**src/rtl/bcd_digit_multiplier_if.sv**
```systemverilog
// Operand/result bundle for the single-digit BCD multiplier.
// Handshake: master raises start for one cycle with x/y while busy=0; the slave answers
// with a one-cycle done pulse, after which out/error stay valid until the next done.
interface bcd_digit_multiplier_if;
  logic       start;
  logic [3:0] x;
  logic [3:0] y;
  logic [7:0] out;
  logic       error;
  logic       busy;
  logic       done;
  logic [2:0] state;

  modport master (
    output start, x, y,
    input  out, error, busy, done, state
  );

  modport slave (
    input  start, x, y,
    output out, error, busy, done, state
  );
endinterface

```
**src/rtl/bcd_digit_multiplier.sv**
```systemverilog
// Sequential BCD digit multiplier: 4-cycle shift-add multiply, then 7-cycle
// double-dabble conversion of the binary product to two packed BCD digits.
module bcd_digit_multiplier (
  input  logic                   clk,
  input  logic                   rst,
  bcd_digit_multiplier_if.slave  bus
);

  typedef enum logic [2:0] {
    IDLE = 3'd0,
    MUL  = 3'd1,
    CONV = 3'd2,
    FIN  = 3'd3,
    ERR  = 3'd4
  } state_t;

  state_t      state;
  state_t      state_next;
  logic [3:0]  x_reg;
  logic [3:0]  y_reg;
  logic [6:0]  acc;
  logic [6:0]  acc_next;
  logic [14:0] dd;
  logic [14:0] dd_adj;
  logic [14:0] dd_next;
  logic [2:0]  cnt;
  logic [7:0]  out_reg;
  logic        error_reg;
  logic        done_reg;
  logic        bad_operand;

  assign bad_operand = (bus.x > 4'd9) || (bus.y > 4'd9);

  always_ff @(posedge clk or posedge rst) begin
    if (rst) state <= IDLE;
    else     state <= state_next;
  end

  always_comb begin
    state_next = state;
    case (state)
      IDLE: if (bus.start) state_next = bad_operand ? ERR : MUL;
      MUL:  if (cnt == 3'd3) state_next = CONV;
      CONV: if (cnt == 3'd6) state_next = FIN;
      FIN:  state_next = IDLE;
      ERR:  state_next = IDLE;
      default: state_next = IDLE;
    endcase
  end

  // One multiplier bit per cycle, LSB first; bit index is the cycle count.
  always_comb begin
    acc_next = acc;
    if (y_reg[cnt[1:0]]) acc_next = acc + ({3'b000, x_reg} << cnt[1:0]);
  end

  // Double dabble: {tens, units, binary} shifted left after nibble correction.
  always_comb begin
    dd_adj = dd;
    if (dd_adj[10:7] >= 4'd5)  dd_adj[10:7]  = dd_adj[10:7] + 4'd3;
    if (dd_adj[14:11] >= 4'd5) dd_adj[14:11] = dd_adj[14:11] + 4'd3;
    dd_next = {dd_adj[13:0], 1'b0};
  end

  always_ff @(posedge clk or posedge rst) begin
    if (rst) begin
      x_reg     <= 4'd0;
      y_reg     <= 4'd0;
      acc       <= 7'd0;
      dd        <= 15'd0;
      cnt       <= 3'd0;
      out_reg   <= 8'h00;
      error_reg <= 1'b0;
      done_reg  <= 1'b0;
    end else begin
      done_reg <= 1'b0;
      case (state)
        IDLE: begin
          if (bus.start) begin
            x_reg <= bus.x;
            y_reg <= bus.y;
            acc   <= 7'd0;
            cnt   <= 3'd0;
          end
        end
        MUL: begin
          acc <= acc_next;
          if (cnt == 3'd3) begin
            dd  <= {8'h00, acc_next};
            cnt <= 3'd0;
          end else begin
            cnt <= cnt + 3'd1;
          end
        end
        CONV: begin
          dd  <= dd_next;
          cnt <= cnt + 3'd1;
        end
        FIN: begin
          out_reg   <= dd[14:7];
          error_reg <= 1'b0;
          done_reg  <= 1'b1;
        end
        ERR: begin
          out_reg   <= 8'h00;
          error_reg <= 1'b1;
          done_reg  <= 1'b1;
        end
        default: ;
      endcase
    end
  end

  assign bus.out   = out_reg;
  assign bus.error = error_reg;
  assign bus.done  = done_reg;
  assign bus.busy  = (state != IDLE);
  assign bus.state = state;

endmodule

```
**src/flat_wrapper.sv**
```systemverilog
// flat-port wrapper written by rule: the top's interface ports become plain ports
module bcd_digit_multiplier_flat 
  (clk, rst, bus_start, bus_x, bus_y, bus_out, bus_error, bus_busy, bus_done, bus_state);
  bcd_digit_multiplier_if bus_i ();
  input  logic clk;
  input  logic rst;
  input wire logic [$bits(bus_i.start)-1:0] bus_start;
  input wire logic [$bits(bus_i.x)-1:0] bus_x;
  input wire logic [$bits(bus_i.y)-1:0] bus_y;
  output wire logic [$bits(bus_i.out)-1:0] bus_out;
  output wire logic [$bits(bus_i.error)-1:0] bus_error;
  output wire logic [$bits(bus_i.busy)-1:0] bus_busy;
  output wire logic [$bits(bus_i.done)-1:0] bus_done;
  output wire logic [$bits(bus_i.state)-1:0] bus_state;
  assign bus_i.start = bus_start;
  assign bus_i.x = bus_x;
  assign bus_i.y = bus_y;
  assign bus_out = bus_i.out;
  assign bus_error = bus_i.error;
  assign bus_busy = bus_i.busy;
  assign bus_done = bus_i.done;
  assign bus_state = bus_i.state;
  bcd_digit_multiplier u_core (.clk(clk), .rst(rst), .bus(bus_i));
endmodule
```
**config.mk**
```make
export PLATFORM = sky130hd
export DESIGN_NAME = bcd_digit_multiplier_flat
export DESIGN_NICKNAME = d
export VERILOG_FILES = /design/src/rtl/bcd_digit_multiplier_if.sv /design/src/rtl/bcd_digit_multiplier.sv /design/src/flat_wrapper.sv
export SDC_FILE = /design/constraint.sdc
export NUM_CORES = 1
export LEC_CHECK = 0
export ABC_CLOCK_PERIOD_IN_PS = 3020
export CORE_ASPECT_RATIO = 1.75
export CORE_UTILIZATION = 50
export CTS_BUF_LIST = sky130_fd_sc_hd__clkbuf_4 sky130_fd_sc_hd__clkbuf_8
export DETAILED_ROUTE_END_ITERATION = 6
export GPL_ROUTABILITY_DRIVEN = 1
export GPL_TIMING_DRIVEN = 1
export PLACE_DENSITY_LB_ADDON = 0.12
export SLEW_MARGIN = 20
export SYNTH_ARGS = -nofsm -noshare
export SYNTH_HDL_FRONTEND = slang
export SYNTH_SLANG_ARGS = --single-unit
```
**constraint.sdc**
```tcl
create_clock -name clk -period 3.02 [get_ports clk]
set_clock_uncertainty 0.05 [all_clocks]
set_input_delay 0.604 -clock clk [delete_from_list [all_inputs] [get_ports clk]]
set_output_delay 0.604 -clock clk [all_outputs]
set_load 0.02 [all_outputs]
```
==> summary.txt, run 1 <==
Placement
  – # port buffers: 24
  – Routability cong.: between 0.8 and 0.9
  – Setup WS pre-CTS: a little under 0.7 ns
  – HPWL Detailed: ~3.9 mm

Worst hold path
  – Min-delay src: u_core.y_reg[2]
  – Hold Path Sink: u_core.y_reg[2]
  – WHS Path Cells: 1
  – Worst hold path class: reg -> reg

Final layout
  – NumNets Final: about 310
  – Most frequent cells in the layout: dfrtp_1, clkdlybuf4s50_1, nand2_1, o21ai_0, a21oi_1
  – Number of fill cells: ~420
  – Post-layout util: 0.602
  – Layout area overhead: 16.1%
  – Antenna diode count: 0
  – Commonest non-fill, non-tap cell in the layout: dfrtp_1
  – Max reg flops: 15
  – Share of cells above drive strength 1: 0.107

Yosys
  – Mapped cell area: around 0.0026 mm²
  – Cell taking the most area after synthesis: dfrtp_1
  – Asr flop ratio synth: 1.00
  – Flops & latches, synth: between 40 and 50
  – Post-synth EDFFs: 0
  – Ranking of synthesized cells by area: dfrtp_1, ha_1, mux2_2
  – Post-Syn Nets: 285
  – Synth cell types: 41
  – Syn Inst Count: roughly 260
  – Synth Flop Type: dfrtp_1
  – Register area share after synthesis: 0.450
  – Yosys warnings: 0
  – Yosys top cell area share: 0.450
  – Mean area per synthesized cell: roughly 9.9 µm²

Setup path
  – R2r endpoint: u_core.dd[5]
  – Crit path buf inv count: 0
  – Beginning of the worst register-to-register path: u_core.cnt[0]
  – CP max-delay cell: dfrtp_1
  – CP Capture Type: flop
  – Worst path required time: between 3 and 4 ns
  – CP cell instances: mux2i_1 > nor2_1 > ha_1 > a21o_1 > a31o_2 > a21oi_1 > xor2_1 > a41oi_1
  – FF-to-FF setup slack: 0.60 ns
  – Startpoint class of the critical path: flop
  – Worst path top cell family by delay: compound AO/OA/AOI/OAI gates
  – R2R depth: 8
  – CP Max Fanout: 15
  – Max incr delay on CP: between 0.6 and 0.7 ns
  – Worst Path Arrival: roughly 2.5 ns
  – CP Class: reg -> reg

Timing
  – Max Freq: approximately 410 MHz
  – Max transition margin: 0.568
  – Tmin final: about 2.4 ns
  – Least-Margin Pin Slew: about 0.65 ns
  – TNS Setup: 0 ns
  – Unrepaired setup endpoints after global routing: no
  – Final worst setup slack: roughly 0.60 ns
  – Slew Viols, Final: 0
  – Crit share post-route: 0.800
  – Final count of negative-setup-slack endpoints: 0
  – Final Hold Viols: 0

Clock network
  – Clock sinks: 46
  – CTS resizes: 0
  – Clock transition at path regs: about 0.090 ns
  – Clock Tree Buf Depth: 2
  – Cts bufs inserted: 5
  – Later-pin clock latency in the skew report: about 0.3 ns
  – H-Tree Depth: 2
  – Clock Tree Root: clkbuf_8
  – TritonCTS clock tree: built
  – Hold-fix buffers, CTS: 0
  – Setup bufs post-CTS: 0

Global routing
  – Initial antenna violation count: 0
  – GR Overflow Total: 0
  – First-pass GRT wire length: slightly above 9 mm
  – Pin count of the biggest net entering global routing: 21
  – GRT Resource Usage Total: 0.215
  – Vias in the first global route: ~2100

Routing
  – Post-Route WL: 5.18 mm
  – Routed Antenna Nets: 0
  – Initial drt markers: 30
  – Vias post-DR: ~2000
  – # DRC: 0
  – Drt pass-1 iters: 4
  – Drt wl/cell: roughly 15 µm
  – Vias/cell: between 5 and 6

Floorplan
  – Core Rows: 34
  – Die Area: 0.00542 mm²
  – Initial core utilization: 0.519
  – CORE AREA: about 0.005 mm²
  – Io pins: 25
  – Die width: roughly 56 µm
  – Die Span Y: roughly 97 µm

Run
  – Max_cap viols: 0

Power and ir drop
  – Overall Power: between 2 and 3 mW
  – PD cells: 982 mW/mm²
  – Max VDD drop: 0.000597 V
  – P_leak: between 1 and 1.5 nW

Outcome
  – Status: completed
[cell usage after synthesis (all sizes together) (2+ instances only)]
library cell / instances
dfrtp: 46
nand2: 21
o21ai: 20
a21oi: 19
nor2: 18
inv: 16
ha: 14
nand3: 11
buf: 10
mux2: 10
a311oi: 8
xnor2: 7
clkbuf: 6
a21o: 5
mux2i: 5
nand2b: 5
a22o: 4
o22ai: 4
a221o: 3
o31ai: 3
a22oi: 2
a32o: 2
nand3b: 2
nor2b: 2
nor3: 2
nor3b: 2
[how the worst max path moves through the flow]
stage                     from            to  cells after the start
6_report         u_core.cnt[0]  u_core.dd[5]                      8
5_1_grt          u_core.cnt[0]  u_core.dd[5]                      8
4_1_cts          u_core.cnt[1]  u_core.dd[5]                      9
3_5_place_dp     u_core.cnt[0]  u_core.dd[6]                      8
3_3_place_gp   u_core.x_reg[3]  u_core.dd[5]                      9
2_1_floorplan    u_core.cnt[0]  u_core.dd[4]                      9
[cells by family (layout without fill, tap and decap cells)]
| family | Yosys count | in the layout | share of synthesized area |
|---|---|---|---|
| compound gates | 74 | 74 | 0.190 |
| mux | 16 | 16 | 0.0723 |
| fa+ha+maj | 15 | 15 | 0.0762 |
| simple gates | 68 | 68 | 0.128 |
| xor+xnor | 8 | 8 | 0.0274 |
| flops | 46 | 46 | 0.450 |
| buf+inv | 32 | 54 | 0.0572 |
[area by class of cell]
type | instances | area, µm² | share of cell area
tap | 54 | 67.6 | 0.0227
sequential | 46 | 1150 | 0.387
clock inverter | 2 | 60.1 | 0.0202
multi-input combinational | 181 | 1260 | 0.425
clock buffer | 6 | 82.6 | 0.0278
inverter | 16 | 62.6 | 0.0211
timing repair buffer | 30 | 285 | 0.0960
[metal layers]
| layer | global-route usage | up-vias | wire, µm | part of all wire |
|---|---|---|---|---|
| met4 | 0.0844 | 0 | 148 | 0.029 |
| met2 | 0.403 | 24 | 2890 | 0.56 |
| met1 | 0.233 | 967 | 2070 | 0.40 |
| li1 | - | 973 | - | - |
| met5 | 0 | - | 0 | 0 |
| met3 | 0.0321 | 9 | 77 | 0.015 |
[stage by stage]
step | area, µm² | instances | hold slack (ns)
2_1_floorplan | 2560 | 259 | 0.400
3_3_place_gp | 2830 | 327 | 0.442
3_5_place_dp | 2830 | 327 | 0.448
4_1_cts | 2970 | 335 | 0.468
5_1_grt | 2970 | 335 | 0.483
6_report | 2970 | 335 | 0.462
[where the power goes]
group	internal, mW	switching [mW]	total [mW]
clock network	0.353	0.218	0.571
logic	0.605	0.725	1.33
registers	0.817	0.200	1.02
Power figures use the tool's default switching activity.
==> run 2, diff against run 1 <==
Settings changed: ABC_CLOCK_PERIOD_IN_PS 3020 to 2029.
Clock period 3.02 ns to 2.03 ns, I/O delays scaled along.
==> summary.txt, run 2 (synthesis gave the netlist of run 1 again) <==
Timing
  – Tmin final: 2.21 ns (-0.207 ns)
  – Unrepaired setup endpoints after global routing: yes
  – Final worst setup slack: -0.179 ns (-0.783 ns)
  – Slew Viols, Final: 0 (unchanged)
  – TNS Setup: -0.694 ns (-0.694 ns)
  – Max Freq: 453 MHz (+9.4%)
  – Least-Margin Pin Slew: 0.522 ns (-0.124 ns)
  – Final Hold Viols: 0 (unchanged)
  – Final count of negative-setup-slack endpoints: 6 (+6)
  – Hold_ws: 0.331 ns (-0.131 ns)
  – Crit share post-route: 1.09 (+0.288)
  – Max transition margin: 0.649 (+0.0807)

Placement
  – Routability cong.: 0.975 (+21%)
  – Area after DPL: 0.00302 mm² (+6.9%)
  – # port buffers: 24 (unchanged)
  – HPWL Detailed: 4.32 mm (+10%)

Setup path
  – Critical Path Start: u_core.cnt[1]
  – CP Class: reg -> reg
  – Worst setup path end: u_core.dd[5]
  – CP Capture Type: flop
  – R2r endpoint: u_core.dd[5]
  – Worst path required time: 2.14 ns (-0.99 ns)
  – CP Max Fanout: 4 (-11)
  – Beginning of the worst register-to-register path: u_core.cnt[1]
  – Startpoint class of the critical path: flop
  – R2R depth: 9 (+1)
  – Worst Path Arrival: 2.32 ns (-0.21 ns)
  – FF-to-FF setup slack: -0.18 ns (-0.78 ns)

Global routing
  – Vias in the first global route: 2142 (+3.9%)
  – GR Overflow Total: 0 (unchanged)
  – GRT Resource Usage Total: 0.228 (+0.0139)
  – Pin count of the biggest net entering global routing: 24 (+14%)
  – First-pass GRT wire length: 9.68 mm (+4.6%)
  – Initial antenna violation count: 0 (unchanged)

Outcome
  – Failing checks: setup timing
  – Status: finished with violations

Clock network
  – TritonCTS clock tree: built
  – Clock Tree Root: clkbuf_8
  – Clock transition at path regs: 0.09 ns (about the same)
  – Hold-fix buffers, CTS: 0 (unchanged)
  – Clock Tree Buf Depth: 2 (unchanged)
  – Clock sinks: 46 (unchanged)
  – H-Tree Depth: 2 (unchanged)
  – Cts bufs inserted: 5 (unchanged)
  – Later-pin clock latency in the skew report: 0.30 ns (about the same)

Routing
  – Routed Antenna Nets: 0 (unchanged)
  – Post-Route WL: 5.69 mm (+9.7%)
  – # DRC: 0 (unchanged)
  – Vias post-DR: 2068 (+4.8%)
  – Initial drt markers: 39 (+30%)
  – Vias/cell: 5.78 (-1.9%)
  – Drt pass-1 iters: 4 (unchanged)
  – Drt wl/cell: 15.9 µm (+2.7%)

Power and ir drop
  – PD cells: 1410 mW/mm² (+43%)
  – P_leak: 1.44 nW (+8.4%)
  – Max VDD drop: 0.00103 V (+73%)

Final layout
  – Most frequent cells in the layout: dfrtp_1, buf_4, clkdlybuf4s50_1, nand2_1
  – Antenna diode count: 0 (unchanged)
  – Share of cells above drive strength 1: 0.227 (+0.120)
  – Layout area overhead: 23.6%
  – Post-route design area: 0.00316 mm² (+6.4%)
  – Commonest non-fill, non-tap cell in the layout: dfrtp_1
  – Post-layout util: 0.641 (+0.0388)
  – Max reg flops: 15 (unchanged)
  – NumNets Final: 330 (+7.8%)

Worst hold path
  – Worst hold path class: in -> async

Floorplan
  – Io pins: 25 (unchanged)
  – Initial core utilization: 0.519 (unchanged)
  – CORE AREA: 0.00493 mm² (unchanged)
  – Die Area: 0.00542 mm² (unchanged)
  – Die Span Y: 96.7 µm (unchanged)
  – Die width: 56.1 µm (unchanged)
  – Core Rows: 34 (unchanged)

Run
  – Max_cap viols: 0 (unchanged)
[run 2: changes by cell type in the layout (fill, tap and decap cells not counted), moves of 2 or more]
cell and delta:
a21oi_1 -2, a21oi_2 +2, buf_4 +21, buf_6 +2, bufinv_16 -2, clkdlybuf4s50_1 -2
clkinv_2 +2, dfrtp_1 -3, dfrtp_2 +3, dlygate4sd2_1 +2, ha_1 -3, ha_2 +3
o21ai_0 -3, o21ai_1 +3
[run 2: per-stage QoR]
stage	setup slack (ns)	std cells	power, mW
after floorplan	-0.216	259	3.10
after global placement	-0.113	350	3.76
after detailed placement	-0.187	350	3.84
after CTS	-0.176	357	4.41
after global routing	-0.321	358	4.81
final	-0.179	358	4.45
[run 2: area by class of cell]
class / instances / area [µm²]
well taps: 54 / 67.6
clock inverters: 2 / 10.0
clock buffers: 5 / 68.8
multi-input cells: 181 / 1320
repair buffers: 54 / 483
fillers: 429 / 1770
inverters: 16 / 62.6
flip-flops and latches: 46 / 1150
[run 2: what timing repair did]
| action | CTS | global route |
|---|---|---|
| resized for setup | 7 | 14 |
| buffers inserted | 0 | 1 |
| pin swaps | 3 | 12 |
| setup endpoints to repair | 8 | 10 |
[run 2: worst min path at each step]
| stage | startpoint | endpoint | slack [ns] | depth (start not counted) |
|---|---|---|---|---|
| 4_1_cts | rst | u_core.bus.done | 0.34 | 2 |
| 3_5_place_dp | u_core.dd[6] | u_core.dd[7] | 0.43 | 2 |
| 2_1_floorplan | u_core.dd[6] | u_core.dd[7] | 0.40 | 2 |
| 5_1_grt | rst | u_core.bus.done | 0.35 | 2 |
| 3_3_place_gp | u_core.dd[6] | u_core.dd[7] | 0.41 | 2 |
| 6_report | rst | u_core.bus.done | 0.33 | 2 |
[run 2: per-layer routing]
metal | part of all wire | track usage | routed length, µm | up-vias
met4 | 0.047 | 0.129 | 267 | 0
li1 | - | - | - | 1015
met5 | 0 | 0 | 0 | -
met3 | 0.014 | 0.0321 | 82 | 19
met2 | 0.56 | 0.429 | 3180 | 35
met1 | 0.38 | 0.231 | 2150 | 999
[run 2: report_power, final]
| part | switching (mW) | internal (mW) |
|---|---|---|
| Clock | 0.302 | 0.232 |
| Combinational | 1.24 | 1.19 |
| Sequential | 0.273 | 1.22 |
[run 2: critical path, cell delays in order, from the launching register on]
cell and delay [ns]:
dfrtp_2 0.43, mux2_4 0.31, nor2_2 0.08, a21oi_1 0.05
ha_1 0.32, a21o_1 0.17, a31o_2 0.22, a21oi_2 0.12
xor2_1 0.20, a41oi_1 0.14
==> run 3, diff against run 2 <==
Settings changed: ABC_CLOCK_PERIOD_IN_PS 2029 to 2300.
Clock period 2.03 ns to 2.3 ns, I/O delays scaled along.
==> summary.txt, run 3 (synthesis gave the netlist of run 1 again) <==
Setup path
  – CP Max Fanout: 8 (+4)
  – Worst Path Arrival: 2.39 ns (+0.07 ns)
  – CP cell instances: buf_6 > mux2i_1 > a21oi_2 > ha_1 > a21o_1 > a31o_2 > a21oi_2 > xor2_1 > a41oi_2
  – Max incr delay on CP: 0.39 ns (-0.04 ns)
  – Crit path buf inv count: 1 (+1)
  – CP max-delay cell: dfrtp_1
  – Startpoint class of the critical path: flop
  – FF-to-FF setup slack: 0.004 ns (+0.18 ns)
  – Most common cell on crit path: a21oi_2
  – CP Capture Type: flop
  – CP Class: reg -> reg
  – Worst path required time: 2.39 ns (+0.25 ns)
  – Worst path top cell family by delay: compound AO/OA/AOI/OAI gates

Floorplan
  – Die Span Y: 96.7 µm (unchanged)
  – Io pins: 25 (unchanged)
  – CORE AREA: 0.00493 mm² (unchanged)
  – Initial core utilization: 0.519 (unchanged)
  – Die width: 56.1 µm (unchanged)
  – Die Area: 0.00542 mm² (unchanged)
  – Core Rows: 34 (unchanged)

Timing
  – Least-Margin Pin Slew: 0.597 ns (+0.0752 ns)
  – Tmin final: 2.30 ns (+0.0868 ns)
  – Final worst setup slack: 0.00402 ns (+0.183 ns)
  – Hold_ws: 0.444 ns (+0.113 ns)
  – Unrepaired setup endpoints after global routing: yes
  – TNS Setup: 0 ns (+0.694 ns)
  – Max transition margin: 0.601 (-0.0481)
  – Max Freq: 436 MHz (-3.8%)
  – Final Hold Viols: 0 (unchanged)
  – Crit share post-route: 0.998 (-0.0900)
  – Slew Viols, Final: 0 (unchanged)
  – Final count of negative-setup-slack endpoints: 0 (-6)

Global routing
  – GRT Resource Usage Total: 0.211 (-0.0169)
  – First-pass GRT wire length: 8.94 mm (-7.6%)
  – GR Overflow Total: 0 (unchanged)
  – Vias in the first global route: 1977 (-7.7%)
  – Pin count of the biggest net entering global routing: 29 (+21%)
  – Initial antenna violation count: 0 (unchanged)

Routing
  – Drt pass-1 iters: 4 (unchanged)
  – Initial drt markers: 49 (+26%)
  – Vias/cell: 5.74 (-0.65%)
  – Post-Route WL: 5.39 mm (-5.1%)
  – Drt wl/cell: 15.6 µm (-1.6%)
  – # DRC: 0 (unchanged)
  – Vias post-DR: 1980 (-4.3%)
  – Routed Antenna Nets: 0 (unchanged)

Clock network
  – TritonCTS clock tree: built
  – H-Tree Depth: 2 (unchanged)
  – Later-pin clock latency in the skew report: 0.29 ns (about the same)
  – Clock Tree Root: clkbuf_8
  – Clock sinks: 46 (unchanged)
  – Clock Tree Buf Depth: 2 (unchanged)
  – Clock transition at path regs: 0.08 ns (about the same)
  – Cts bufs inserted: 5 (unchanged)

Final layout
  – Max reg flops: 15 (unchanged)
  – Post-layout util: 0.616 (-0.0248)
  – Share of cells above drive strength 1: 0.158 (-0.0689)
  – Number of fill cells: 421 (-1.9%)
  – NumNets Final: 317 (-3.9%)
  – Commonest non-fill, non-tap cell in the layout: dfrtp_1
  – Most frequent cells in the layout: dfrtp_1, clkdlybuf4s50_1, nand2_1, o21ai_0
  – Antenna diode count: 0 (unchanged)
  – Layout area overhead: 18.8%

Placement
  – # port buffers: 24 (unchanged)
  – Setup WS pre-CTS: -0.00179 ns (+0.186 ns)
  – Routability cong.: 0.823 (-16%)
  – HPWL Detailed: 4.07 mm (-5.7%)

Power and ir drop
  – P_leak: 1.36 nW (-5.0%)
  – PD cells: 1240 mW/mm² (-12%)
  – Overall Power: 3.77 mW (-15%)
  – Max VDD drop: 0.000740 V (-28%)

Worst hold path
  – Worst hold path class: reg -> reg

Outcome
  – Status: completed

Run
  – Max_cap viols: 0 (unchanged)
-- run 3: cell type report --
| class | count | area (µm²) | area share |
|---|---|---|---|
| Timing Repair Buffer | 41 | 384 | 0.126 |
| Tap cell | 54 | 67.6 | 0.0222 |
| Clock buffer | 7 | 83.8 | 0.0276 |
| Multi-Input combinational cell | 181 | 1290 | 0.424 |
| Sequential cell | 46 | 1150 | 0.379 |
| Inverter | 16 | 62.6 | 0.0206 |
-- run 3: stage by stage --
stage          std cells  cell area [µm²]
3_5_place_dp         335             2910
5_1_grt              345             3040
3_3_place_gp         335             2910
4_1_cts              342             2990
6_report             345             3040
2_1_floorplan        259             2560
-- run 3: where the power goes --
| part | switching (mW) | leakage (nW) | internal, mW |
|---|---|---|---|
| clock network | 0.256 | 0.0452 | 0.233 |
| registers | 0.251 | 0.595 | 1.08 |
| logic | 1.03 | 0.725 | 0.925 |
-- run 3: worst min-delay path: cells and delay by family (launching register included) --
family / cells / cell delay (ns)
AND/OR/NAND/NOR: 1 / 0.05
AO/OA/AOI/OAI: 1 / 0.06
flip-flops: 1 / 0.35
-- run 3: layer usage --
metal  share of wire  GRT usage
met4           0.042      0.126
met5               0          0
met3           0.023     0.0294
met2            0.54      0.390
met1            0.40      0.218
-- run 3: worst paths after layout --
kind | startpoint | depth (start not counted) | to
min reg2reg | u_core.dd[0] | 2 | u_core.dd[0]
min in group asynchronous | rst | 2 | u_core.bus.done
max | u_core.cnt[1] | 9 | u_core.dd[5]
max reg2reg | u_core.cnt[1] | 9 | u_core.dd[5]
min | u_core.dd[0] | 2 | u_core.dd[0]
max in group asynchronous | rst | 3 | u_core.dd[14]
-- run 3: what timing repair did --
item | 4_1_cts | 5_1_grt
gates resized for setup | 1 | 6
cloned | 0 | 0
hold buffers | 0 | 0
pin swaps | 0 | 3
setup buffers | 0 | 3
setup endpoints to repair | 1 | 3
